`config.mk`:
```
export PLATFORM = sky130hd
export DESIGN_NAME = nwcc_pulse_gen_flat
export DESIGN_NICKNAME = d
export VERILOG_FILES = /design/src/rtl/nwcc_pkg.sv /design/src/rtl/nwcc_pulse_gen_if.sv /design/src/rtl/nwcc_ts_fifo.sv /design/src/rtl/nwcc_pulse_gen.sv /design/src/flat_wrapper.sv
export SDC_FILE = /design/constraint.sdc
export NUM_CORES = 1
export LEC_CHECK = 0
export CORE_ASPECT_RATIO = 1.1
export CORE_MARGIN = 1
export CORE_UTILIZATION = 40
export DETAILED_ROUTE_END_ITERATION = 8
export PLACE_DENSITY = 0.65
export SLEW_MARGIN = 15
export SYNTH_ARGS = -nofsm -noshare
export SYNTH_HDL_FRONTEND = slang
export SYNTH_SLANG_ARGS = --single-unit
```
`constraint.sdc`:
```
create_clock -name clk -period 15.25 [get_ports clk]
set_input_delay 3.8125 -clock clk [delete_from_list [all_inputs] [get_ports clk]]
set_output_delay 3.8125 -clock clk [all_outputs]
set_load 0.005 [all_outputs]
```
`src/rtl/nwcc_pkg.sv`:
```
// nwcc_pkg: shared constants, types and helpers for the synthetic pulse source.
//   LFSR taps and default seed, minimum follower spacing, default widths,
//   pulse-source enum, LFSR step and delay clamp helpers.
package nwcc_pkg;

    localparam logic [15:0] LFSR_TAPS         = 16'hB400;
    localparam logic [15:0] LFSR_DEFAULT_SEED = 16'hACE1;
    localparam int unsigned MIN_FOLLOW_DELAY  = 2;

    localparam int unsigned DEF_DATA_BITS  = 24;
    localparam int unsigned DEF_TS_BITS    = 16;
    localparam int unsigned DEF_FIFO_DEPTH = 8;

    // What drives o_pulse in the next cycle.
    typedef enum logic [1:0] {
        SrcNone,
        SrcPrimary,
        SrcFollower
    } pulse_src_e;

    // One step of a right-shifting Galois LFSR.
    function automatic logic [15:0] lfsr_next(input logic [15:0] s);
        return {1'b0, s[15:1]} ^ (s[0] ? LFSR_TAPS : 16'h0000);
    endfunction

    // Spacing of 0 or 1 would merge follower and primary; force a low cycle between.
    function automatic logic [9:0] clamp_delay(input logic [9:0] d);
        return (d < 10'(MIN_FOLLOW_DELAY)) ? 10'(MIN_FOLLOW_DELAY) : d;
    endfunction

endpackage

```
`src/rtl/nwcc_pulse_gen_if.sv`:
```
// nwcc_pulse_gen_if: configuration inputs and pulse/tally outputs of nwcc_pulse_gen.
//   master: stimulus side (drives i_*, reads o_*)
//   slave : pulse generator (reads i_*, drives o_*)
interface nwcc_pulse_gen_if #(
    parameter int unsigned DATA_BITS = nwcc_pkg::DEF_DATA_BITS
);
    logic                 i_enable;
    logic [15:0]          i_rate_thresh;
    logic [7:0]           i_pair_every;
    logic [9:0]           i_follow_delay;
    logic [15:0]          i_seed;
    logic                 i_load_seed;
    logic                 o_pulse;
    logic [DATA_BITS-1:0] o_total_emitted;
    logic [DATA_BITS-1:0] o_pairs_emitted;
    logic [DATA_BITS-1:0] o_dropped;
    logic                 o_busy;

    modport master (
        output i_enable, i_rate_thresh, i_pair_every, i_follow_delay, i_seed, i_load_seed,
        input  o_pulse, o_total_emitted, o_pairs_emitted, o_dropped, o_busy
    );

    modport slave (
        input  i_enable, i_rate_thresh, i_pair_every, i_follow_delay, i_seed, i_load_seed,
        output o_pulse, o_total_emitted, o_pairs_emitted, o_dropped, o_busy
    );

endinterface

```
`src/rtl/nwcc_ts_fifo.sv`:
```
// nwcc_ts_fifo: synchronous FIFO of follower due timestamps.
//   clk, reset (async, active-high)
//   push_i/data_i : enqueue (ignored when full)
//   pop_i         : dequeue (ignored when empty)
//   head_o        : oldest entry, full_o/empty_o : occupancy flags
module nwcc_ts_fifo #(
    parameter int unsigned TS_BITS    = nwcc_pkg::DEF_TS_BITS,
    parameter int unsigned FIFO_DEPTH = nwcc_pkg::DEF_FIFO_DEPTH
) (
    input  logic               clk,
    input  logic               reset,
    input  logic               push_i,
    input  logic [TS_BITS-1:0] data_i,
    input  logic               pop_i,
    output logic [TS_BITS-1:0] head_o,
    output logic               full_o,
    output logic               empty_o
);
    localparam int unsigned AW = $clog2(FIFO_DEPTH);

    logic [TS_BITS-1:0] mem_q [FIFO_DEPTH];
    // Pointers carry one wrap bit to tell full from empty.
    logic [AW:0] wr_ptr_q, wr_ptr_d;
    logic [AW:0] rd_ptr_q, rd_ptr_d;
    logic        do_push, do_pop;

    assign empty_o = (wr_ptr_q == rd_ptr_q);
    assign full_o  = (wr_ptr_q[AW] != rd_ptr_q[AW]) && (wr_ptr_q[AW-1:0] == rd_ptr_q[AW-1:0]);
    assign head_o  = mem_q[rd_ptr_q[AW-1:0]];
    assign do_push = push_i && !full_o;
    assign do_pop  = pop_i && !empty_o;

    always_comb begin
        wr_ptr_d = wr_ptr_q;
        rd_ptr_d = rd_ptr_q;
        if (do_push) wr_ptr_d = wr_ptr_q + (AW + 1)'(1);
        if (do_pop)  rd_ptr_d = rd_ptr_q + (AW + 1)'(1);
    end

    always_ff @(posedge clk or posedge reset) begin
        if (reset) begin
            wr_ptr_q <= '0;
            rd_ptr_q <= '0;
        end else begin
            wr_ptr_q <= wr_ptr_d;
            rd_ptr_q <= rd_ptr_d;
        end
    end

    // Storage needs no reset: entries are only read between push and pop.
    always_ff @(posedge clk) begin
        if (do_push) mem_q[wr_ptr_q[AW-1:0]] <= data_i;
    end

endmodule

```
`src/rtl/nwcc_pulse_gen.sv`:
```
// nwcc_pulse_gen: synthetic neutron pulse-train source.
//   clk   : 1 MHz clock
//   reset : async, active-high
//   bus   : nwcc_pulse_gen_if.slave -- rate/pairing/delay/seed controls in,
//           single-cycle o_pulse plus emitted/paired/dropped tallies and o_busy out.
// LFSR primaries; every Nth emitted primary queues a follower due D cycles later.
module nwcc_pulse_gen
    import nwcc_pkg::*;
#(
    parameter int unsigned DATA_BITS  = DEF_DATA_BITS,
    parameter int unsigned TS_BITS    = DEF_TS_BITS,
    parameter int unsigned FIFO_DEPTH = DEF_FIFO_DEPTH
) (
    input logic              clk,
    input logic              reset,
    nwcc_pulse_gen_if.slave  bus
);
    logic [15:0]          lfsr_q, lfsr_d;
    logic [TS_BITS-1:0]   now_q, now_d;
    logic [7:0]           pair_cnt_q, pair_cnt_d;
    logic [9:0]           delay_q, delay_d;
    logic                 pulse_q, pulse_d;
    logic [DATA_BITS-1:0] total_q, total_d;
    logic [DATA_BITS-1:0] pairs_q, pairs_d;
    logic [DATA_BITS-1:0] dropped_q, dropped_d;

    logic               fifo_push, fifo_pop, fifo_full, fifo_empty;
    logic [TS_BITS-1:0] fifo_head, due_ts, ts_diff;
    logic               cand, head_due, drop;
    pulse_src_e         src;

    nwcc_ts_fifo #(
        .TS_BITS    (TS_BITS),
        .FIFO_DEPTH (FIFO_DEPTH)
    ) u_fifo (
        .clk     (clk),
        .reset   (reset),
        .push_i  (fifo_push),
        .data_i  (due_ts),
        .pop_i   (fifo_pop),
        .head_o  (fifo_head),
        .full_o  (fifo_full),
        .empty_o (fifo_empty)
    );

    assign cand   = bus.i_enable && (lfsr_q < bus.i_rate_thresh);
    assign due_ts = now_q + TS_BITS'(delay_q);
    // Wrap-safe "now >= head": difference interpreted as signed.
    assign ts_diff  = now_q - fifo_head;
    assign head_due = !fifo_empty && !ts_diff[TS_BITS-1];

    always_comb begin
        src        = SrcNone;
        fifo_push  = 1'b0;
        fifo_pop   = 1'b0;
        drop       = 1'b0;
        pair_cnt_d = pair_cnt_q;

        if (pulse_q) begin
            // Dead time: primaries are lost, a due follower just waits a cycle.
            drop = cand;
        end else if (head_due) begin
            src      = SrcFollower;
            fifo_pop = 1'b1;
            drop     = cand;
        end else if (cand) begin
            src = SrcPrimary;
            if (bus.i_pair_every != 8'd0 && pair_cnt_q == bus.i_pair_every - 8'd1) begin
                pair_cnt_d = 8'd0;
                if (fifo_full) drop = 1'b1;
                else           fifo_push = 1'b1;
            end else begin
                pair_cnt_d = pair_cnt_q + 8'd1;
            end
        end

        pulse_d   = (src != SrcNone);
        total_d   = total_q + (pulse_d ? DATA_BITS'(1) : DATA_BITS'(0));
        pairs_d   = pairs_q + ((src == SrcFollower) ? DATA_BITS'(1) : DATA_BITS'(0));
        dropped_d = dropped_q + (drop ? DATA_BITS'(1) : DATA_BITS'(0));

        now_d = now_q + TS_BITS'(1);
        if (bus.i_load_seed) begin
            lfsr_d = (bus.i_seed == 16'h0000) ? LFSR_DEFAULT_SEED : bus.i_seed;
        end else begin
            lfsr_d = lfsr_next(lfsr_q);
        end
        // Freezing D while entries are queued keeps the FIFO sorted by due time.
        delay_d = fifo_empty ? clamp_delay(bus.i_follow_delay) : delay_q;
    end

    always_ff @(posedge clk or posedge reset) begin
        if (reset) begin
            lfsr_q     <= LFSR_DEFAULT_SEED;
            now_q      <= '0;
            pair_cnt_q <= '0;
            delay_q    <= 10'(MIN_FOLLOW_DELAY);
            pulse_q    <= 1'b0;
            total_q    <= '0;
            pairs_q    <= '0;
            dropped_q  <= '0;
        end else begin
            lfsr_q     <= lfsr_d;
            now_q      <= now_d;
            pair_cnt_q <= pair_cnt_d;
            delay_q    <= delay_d;
            pulse_q    <= pulse_d;
            total_q    <= total_d;
            pairs_q    <= pairs_d;
            dropped_q  <= dropped_d;
        end
    end

    assign bus.o_pulse         = pulse_q;
    assign bus.o_total_emitted = total_q;
    assign bus.o_pairs_emitted = pairs_q;
    assign bus.o_dropped       = dropped_q;
    assign bus.o_busy          = !fifo_empty;

endmodule

```
`src/flat_wrapper.sv`:
```
// flat-port wrapper written by rule: the top's interface ports become plain ports
module nwcc_pulse_gen_flat import nwcc_pkg::*;
#(
    parameter int unsigned DATA_BITS  = DEF_DATA_BITS,
    parameter int unsigned TS_BITS    = DEF_TS_BITS,
    parameter int unsigned FIFO_DEPTH = DEF_FIFO_DEPTH
)
  (clk, reset, bus_i_enable, bus_i_rate_thresh, bus_i_pair_every, bus_i_follow_delay, bus_i_seed, bus_i_load_seed, bus_o_pulse, bus_o_total_emitted, bus_o_pairs_emitted, bus_o_dropped, bus_o_busy);
  nwcc_pulse_gen_if #(.DATA_BITS(DATA_BITS)) bus_i ();
  input logic clk;
  input logic reset;
  input wire logic [$bits(bus_i.i_enable)-1:0] bus_i_enable;
  input wire logic [$bits(bus_i.i_rate_thresh)-1:0] bus_i_rate_thresh;
  input wire logic [$bits(bus_i.i_pair_every)-1:0] bus_i_pair_every;
  input wire logic [$bits(bus_i.i_follow_delay)-1:0] bus_i_follow_delay;
  input wire logic [$bits(bus_i.i_seed)-1:0] bus_i_seed;
  input wire logic [$bits(bus_i.i_load_seed)-1:0] bus_i_load_seed;
  output wire logic [$bits(bus_i.o_pulse)-1:0] bus_o_pulse;
  output wire logic [$bits(bus_i.o_total_emitted)-1:0] bus_o_total_emitted;
  output wire logic [$bits(bus_i.o_pairs_emitted)-1:0] bus_o_pairs_emitted;
  output wire logic [$bits(bus_i.o_dropped)-1:0] bus_o_dropped;
  output wire logic [$bits(bus_i.o_busy)-1:0] bus_o_busy;
  assign bus_i.i_enable = bus_i_enable;
  assign bus_i.i_rate_thresh = bus_i_rate_thresh;
  assign bus_i.i_pair_every = bus_i_pair_every;
  assign bus_i.i_follow_delay = bus_i_follow_delay;
  assign bus_i.i_seed = bus_i_seed;
  assign bus_i.i_load_seed = bus_i_load_seed;
  assign bus_o_pulse = bus_i.o_pulse;
  assign bus_o_total_emitted = bus_i.o_total_emitted;
  assign bus_o_pairs_emitted = bus_i.o_pairs_emitted;
  assign bus_o_dropped = bus_i.o_dropped;
  assign bus_o_busy = bus_i.o_busy;
  nwcc_pulse_gen #(.DATA_BITS(DATA_BITS), .TS_BITS(TS_BITS), .FIFO_DEPTH(FIFO_DEPTH)) u_core (.clk(clk), .reset(reset), .bus(bus_i));
endmodule
```
Word-level counts from Yosys, hierarchy flattened:

Memory sizes are Yosys's and may differ from the RTL's.
Index checks and enable logic that the tools add are counted.
W data, S select, Z words.

* output and inout bits: 74
* memory bits (writable): 128
* logic and storage cells: 69
* memories: 1
* input bits: 54
* register bits after elaboration: 131

Memories
* u_core.u_fifo.mem_q: words 8, bits a word 16, read ports 1, clocked after memory_dff 0, wr ports 1, line nwcc_ts_fifo.sv:21 `logic [TS_BITS-1:0] mem_q [FIFO_DEPTH];`

* $add $sub $neg: 10
* $lt $le $gt $ge: 2
* bitwise gates (word level): 3
* reduce and logical (&&, ||, !) cells: 13
* eq/ne operators: 5
* mux-type cells: 25

Operators by type and width (number)
* $add A24 B24 Y24: 3
* $mux W16: 3
* $mux W1: 18
* $add A16 B1 Y16 const B: 1
* $add A16 B10 Y16: 1
* $logic_not A16 Y1: 1
* $lt A16 B16 Y1: 1
* $sub A16 B16 Y16: 1
* $xor A15 B16 Y16: 1
* $lt A10 B2 Y1 const B: 1
* $mux W10: 1
* $add A4 B1 Y4 const B: 2
* $add A8 B1 Y8 const B: 1
* $eq A8 B8 Y1: 1
* $mux W8: 1
* $reduce_bool A8 Y1: 1
* $sub A8 B1 Y8 const B: 1
* $logic_and A1 B1 Y1: 6
* $eq A4 B4 Y1: 1
* $mux W2: 2
* $eq A3 B3 Y1: 1
* $logic_not A1 Y1: 3
* $reduce_and A3 Y1: 1
* $eq A2 B2 Y1 const B: 1
* 3 further kinds: 4

Depth between registers and ports, before layout:

* depth after elaboration: 10
* gate-level depth with buffers: 20
* gate-level depth less buffers: 18

Hierarchy:

Synthesis repeated with hierarchy kept, for this count alone.

* cells, all modules: 887
* area total of the unflattened synthesis: 12235.5 sq um

Modules (own cells, without submodules)
* nwcc_pulse_gen: instances 1, area an instance 6671.4 sq um, cells each 642, sequential area each 3089.2 sq um
* nwcc_ts_fifo: instances 1, area an instance 5564.1 sq um, cells each 245, sequential area each 4043.9 sq um

Worst setup path before layout:

No wires, ideal clock.

* path kind: input port to flip-flop
* start: in bus_i_rate_thresh[5]
* end: mem u_core.u_fifo.mem_q[7][0] in the netlist's numbering (enable)
* stages on the path: 10
* arrival: 7.390 ns
* required time: 14.814 ns
* setup time: 0.436 ns
* path buffers: 1
* setup slack: 7.424 ns
* cell sequence: inv_1 > ha_1 > a211oi_1 > nor2_1 > a2111oi_0 > a21oi_1 > o21ai_0 > clkbuf_1 > nand3_1 > nor4b_1

* word-level cells in the longest chain between the ends: 8

Ends and longest elaborated chain
* start: declaration: line flat_wrapper.sv:13 `input wire logic [$bits(bus_i.i_rate_thresh)-1:0] bus_i_rate_thresh;`
* $lt A16 B16 Y1: line nwcc_pulse_gen.sv:46 `assign cand = bus.i_enable && (lfsr_q < bus.i_rate_thresh);`
* $logic_and A1 B1 Y1: line nwcc_pulse_gen.sv:46
* $mux W1: line nwcc_pulse_gen.sv:66 `end else if (cand) begin`
* $mux W1: line nwcc_pulse_gen.sv:62 `end else if (head_due) begin`
* $mux W1: line nwcc_pulse_gen.sv:59 `if (pulse_q) begin`
* $logic_and A1 B1 Y1: line nwcc_ts_fifo.sv:30 `assign do_push = push_i && !full_o;`
* $mux W1: line nwcc_ts_fifo.sv:52 `if (do_push) mem_q[wr_ptr_q[AW-1:0]] <= data_i;`
* $mux W1 (implied by the code): line nwcc_ts_fifo.sv:52
* end: declaration: line nwcc_ts_fifo.sv:21

Every way passes these cells.

Worst setup path after layout:

* start: in bus_i_pair_every[0]
* end: reg u_core.dropped_q[18] (netlist: u_core.bus.o_dropped[18])

* word-level cells in the longest chain between the ends: 9
* elaborated cells between the ends (all ways): 10
* those cells by class: 2 x add/sub; 1 x eq/ne; 5 x mux; 2 x reduce/logical

Ends and longest elaborated chain
* start: declaration: line flat_wrapper.sv:14 `input wire logic [$bits(bus_i.i_pair_every)-1:0] bus_i_pair_every;`
* $sub A8 B1 Y8: line nwcc_pulse_gen.sv:68 `if (bus.i_pair_every != 8'd0 && pair_cnt_q == bus.i_pair_every - 8'd1) begin`
* $eq A8 B8 Y1: line nwcc_pulse_gen.sv:68
* $logic_and A1 B1 Y1 (*): line nwcc_pulse_gen.sv:68
* $mux W1 (*): line nwcc_pulse_gen.sv:68
* $mux W1 (*): line nwcc_pulse_gen.sv:66
* $mux W1 (*): line nwcc_pulse_gen.sv:62
* $mux W1 (*): line nwcc_pulse_gen.sv:59
* $mux W1 (*): line nwcc_pulse_gen.sv:80 `dropped_d = dropped_q + (drop ? DATA_BITS'(1) : DATA_BITS'(0));`
* $add A24 B24 Y24 (*): line nwcc_pulse_gen.sv:80
* net u_core.dropped_d[18]: line nwcc_pulse_gen.sv:25 `logic [DATA_BITS-1:0] dropped_q, dropped_d;`
* end signal: assignment: line nwcc_pulse_gen.sv:110 `dropped_q <= dropped_d;`
* end: declaration: line nwcc_pulse_gen.sv:25

Mark *: on every way through the listed nets, which the timed path passes. The rest lies on a longest branch.
A chain may end at the register's enable or synchronous reset.

==> metrics.md <==
| Metric | Value |
|---|---|
| DRT Pass-1 Iters | `7` |
| Critical path required time | `~16 ns` |
| P_leak | `roughly 5.8 nW` |
| Slew HR | `0.470` |
| First-pass GRT wire length | `40.5 mm` |
| Final hold vios | `0` |
| Detail Placement HPWL | `between 15 and 20 mm` |
| Routed Antenna Nets | `0` |
| Worst-path maximum fanout | `7` |
| Compound-cell area share of the yosys netlist | `0.0512` |
| Psw | `656 uW` |
| Synth top area share | `0.319` |
| Total grt overflow | `0` |
| Post-Route Skew | `about 0.013 ns` |
| GPL Wtd Cong | `0.840` |
| Sw frac | `0.298` |
| Min Tclk post-route | `7.43 ns` |
| Unique masters post-synth | `between 50 and 60` |
| P&R area growth vs syn | `22.5%` |
| R2R depth | `18` |
| Initial antenna violation count | `0` |
| Share of total power in the clock network | `0.310` |
| Largest net degree at the start of global routing | `87` |
| Num Clock Sinks | `259` |
| RSZ-0062 raised after global routing | `false` |
| Syn Nets | `1008` |
| Die Wd | `roughly 170 um` |
| Vias in the first global route | `7630` |
| WS Path Type | `input pin to flop` |
| Worst min path class | `flop to flop` |
| Internal power | `1.55 mW` |
| Asr flop ratio synth | `0.506` |
| Status | `finished clean` |
| Cell area after synthesis | `12100 um^2` |
| Critical Path AT | `7.85 ns` |
| Max Freq | `0.135 GHz` |
| CTS tree | `yes` |
| Drt total wl | `25.0 mm` |
| Slew Limit Fails | `0` |
| Most used DFF post-synth | `edfxtp_1` |
| Ys Warns | `0` |
| DR WL/cell | `17.3 um` |
| Max-cap violations | `0` |
| Root Buffer Master | `clkbuf_16` |
| Number of enable flip-flop cells after synthesis | `128` |
| # resized after CTS | `0` |
| Final WS setup | `7.82 ns` |
| Hold Path End | `u_core.bus.o_dropped[23]` |
| Sequential power share | `0.414` |
| Vias per cell | `5.24` |
| Slew of the pin with the lowest slew margin | `slightly below 0.8 ns` |
| Postcts setup bufs | `0` |
| Port Buffers | `127` |
| Initial Util | `0.407` |
| Cell Rows | `66` |
| Most instantiated library cell after synthesis | `edfxtp_1` |
| Setup-failing EPs final | `0` |
| Post-Synthesis Cells | `902` |
| Flop2flop setup slack | `9.90 ns` |
| Area share of xor/xnor cells in the synthesized design | `0.0784` |
| Via Count | `7585` |
| Worst skew pair latency | `0.54 ns` |
| Worst Setup End Kind | `flop` |
| Area leader, netlist | `edfxtp_1` |
| Top Ports | `128` |
| Share of cells above drive strength 1 | `0.123` |
| Max clock buf depth | `3` |
| Worst min-delay path startpoint | `u_core.bus.o_dropped[23]` |
| Commonest cells post-synth | `edfxtp_1 (128), dfrtp_1 (122), xnor2_1 (71)` |
| Ant. Diodes | `0` |
| Final Power | `2.20 mW` |
| Residual DRC count | `0` |
| Pwr Density | `149 nW/um^2` |
| Nets@finish | `about 1.2k` |
| Num CTS Buffers | `28` |
| Pre-CTS setup slack | `7.27 ns` |
| CTS Hold Bufs | `0` |
| Post-synthesis sequential area ratio | `0.591` |
| Largest family of logic cells by synthesized area | `simple AND/OR/NAND/NOR gates` |
| Yosys reg bits | `259` |
| Top cells by area, synth | `edfxtp_1 (32%), dfrtp_1 (25%), mux4_2 (6.0%)` |
| Final hold slack | `0.467 ns` |
| Crit path launch type | `input pin` |
| Adder-cell share of the synthesized area | `0.0545` |
| Iteration-0 DRC Markers | `between 400 and 500` |
| Die area | `30900 um^2` |
| Fin Setup TNS | `0 ns` |
| Worst R2R End | `u_core.bus.o_total_emitted[22]` |
| Fin crit share | `0.487` |
| Mux contribution to synthesized area | `0.0928` |
| Die height | `184 um` |
| Gate power share | `0.276` |
| WHS Path Cells | `1` |
| Core ar. | `slightly below 30000 um^2` |
| CTS clk-pin slew, worst paths | `0.06 ns` |
| Peak supply drop | `0.000100 V` |
| R2R Path Start | `u_core.u_fifo.rd_ptr_q[0]` |
| Synth Area in Simple Gates | `0.113` |
| Total Routing Usage GR | `0.166` |
| Htree depth | `1` |
| Mean Syn Cell Area | `13.4 um^2` |
[how the worst max path moves through the flow]
stage	from	endpoint	slack, ns	depth (start not counted)
2_1_floorplan	bus_i_rate_thresh[5]	u_core.u_fifo.mem_q[7][0]	7.42	10
3_3_place_gp	bus_i_pair_every[0]	u_core.bus.o_dropped[18]	7.36	17
3_5_place_dp	bus_i_pair_every[0]	u_core.bus.o_dropped[18]	7.27	17
4_1_cts	bus_i_pair_every[0]	u_core.bus.o_dropped[18]	7.82	17
5_1_grt	bus_i_pair_every[0]	u_core.bus.o_dropped[22]	7.46	17
6_report	bus_i_pair_every[0]	u_core.bus.o_dropped[18]	7.82	17
[cell usage in the layout (no fill, tap or decap), types with 22 or more instances in the layout]
master           instances
clkbuf_16               29
clkdlybuf4s50_1        127
dfrtp_1                121
edfxtp_1               128
ha_1                    51
inv_1                   35
mux4_2                  32
nand2_1                 67
nand3_1                 45
nand4_1                 22
nor2_1                  41
xnor2_1                 71
xor2_1                  37
[cell families after synthesis]
group                      after synthesis
buffers and inverters                   58
muxes                                   69
and+or+nand+nor                        268
AOI/OAI and AO/OA                       88
xor gates and xnor gates               108
DFF                                    259
adders and majority gates               52
[layer usage]
metal / GRT usage / wire length (um) / up-vias
met2: 0.283 / 12000 / 166
met3: 0.0210 / 1090 / 30
met5: 0 / 0 / -
li1: - / - / 3640
met4: 0.0382 / 396 / 0
met1: 0.226 / 11500 / 3749
[state kept, by name, summed over array words and instances (netlist names)]
| register | flops |
|---|---|
| u_core.u_fifo.mem_q | 128 |
| u_core.bus.o_dropped | 24 |
| u_core.bus.o_pairs_emitted | 24 |
| u_core.bus.o_total_emitted | 24 |
| u_core.lfsr_q | 16 |
| u_core.now_q | 16 |
| u_core.delay_q | 10 |
| u_core.pair_cnt_q | 8 |
| u_core.u_fifo.rd_ptr_q | 4 |
| u_core.u_fifo.wr_ptr_q | 4 |
| u_core.bus.o_pulse | 1 |
[power groups by stage]
stage          sequential [mW]  combinational, mW  clock, mW
3_5_place_dp             0.926              0.615          0
4_1_cts                  0.913              0.618      0.702
2_1_floorplan            0.908              0.430          0
6_report                 0.912              0.608      0.682
5_1_grt                  0.921              0.673      0.728
3_3_place_gp             0.924              0.606          0
[critical path, cell delays in order]
cell	delay, ns
clkdlybuf4s50_1	0.56
inv_1	0.09
ha_1	0.25
or3_1	0.37
a31oi_1	0.17
nand4_1	0.16
nor3_1	0.57
nand2_1	0.11
a31oi_1	0.20
ha_1	0.21
ha_1	0.19
nand3_1	0.12
nor2_1	0.25
and3_1	0.24
nor2b_1	0.26
nand2_1	0.12
xnor2_1	0.13
[layout make-up]
cell class	count	area, um^2
clock buffers	33	761
clock inverters	19	181
fillers	2533	14900
inverters	37	144
multi-input cells	585	4720
flip-flops and latches	259	7130
well taps	374	468
repair buffers	140	1370
[stage by stage]
stage	area (um^2)	util	std cells
finish	14800	0.499	1447
global route	14800	0.499	1447
CTS	14800	0.499	1447
detailed placement	13800	0.467	1395
global placement	13800	0.467	1395
floorplan	12100	-	902
Note: power is estimated with default switching activity, not from simulation.
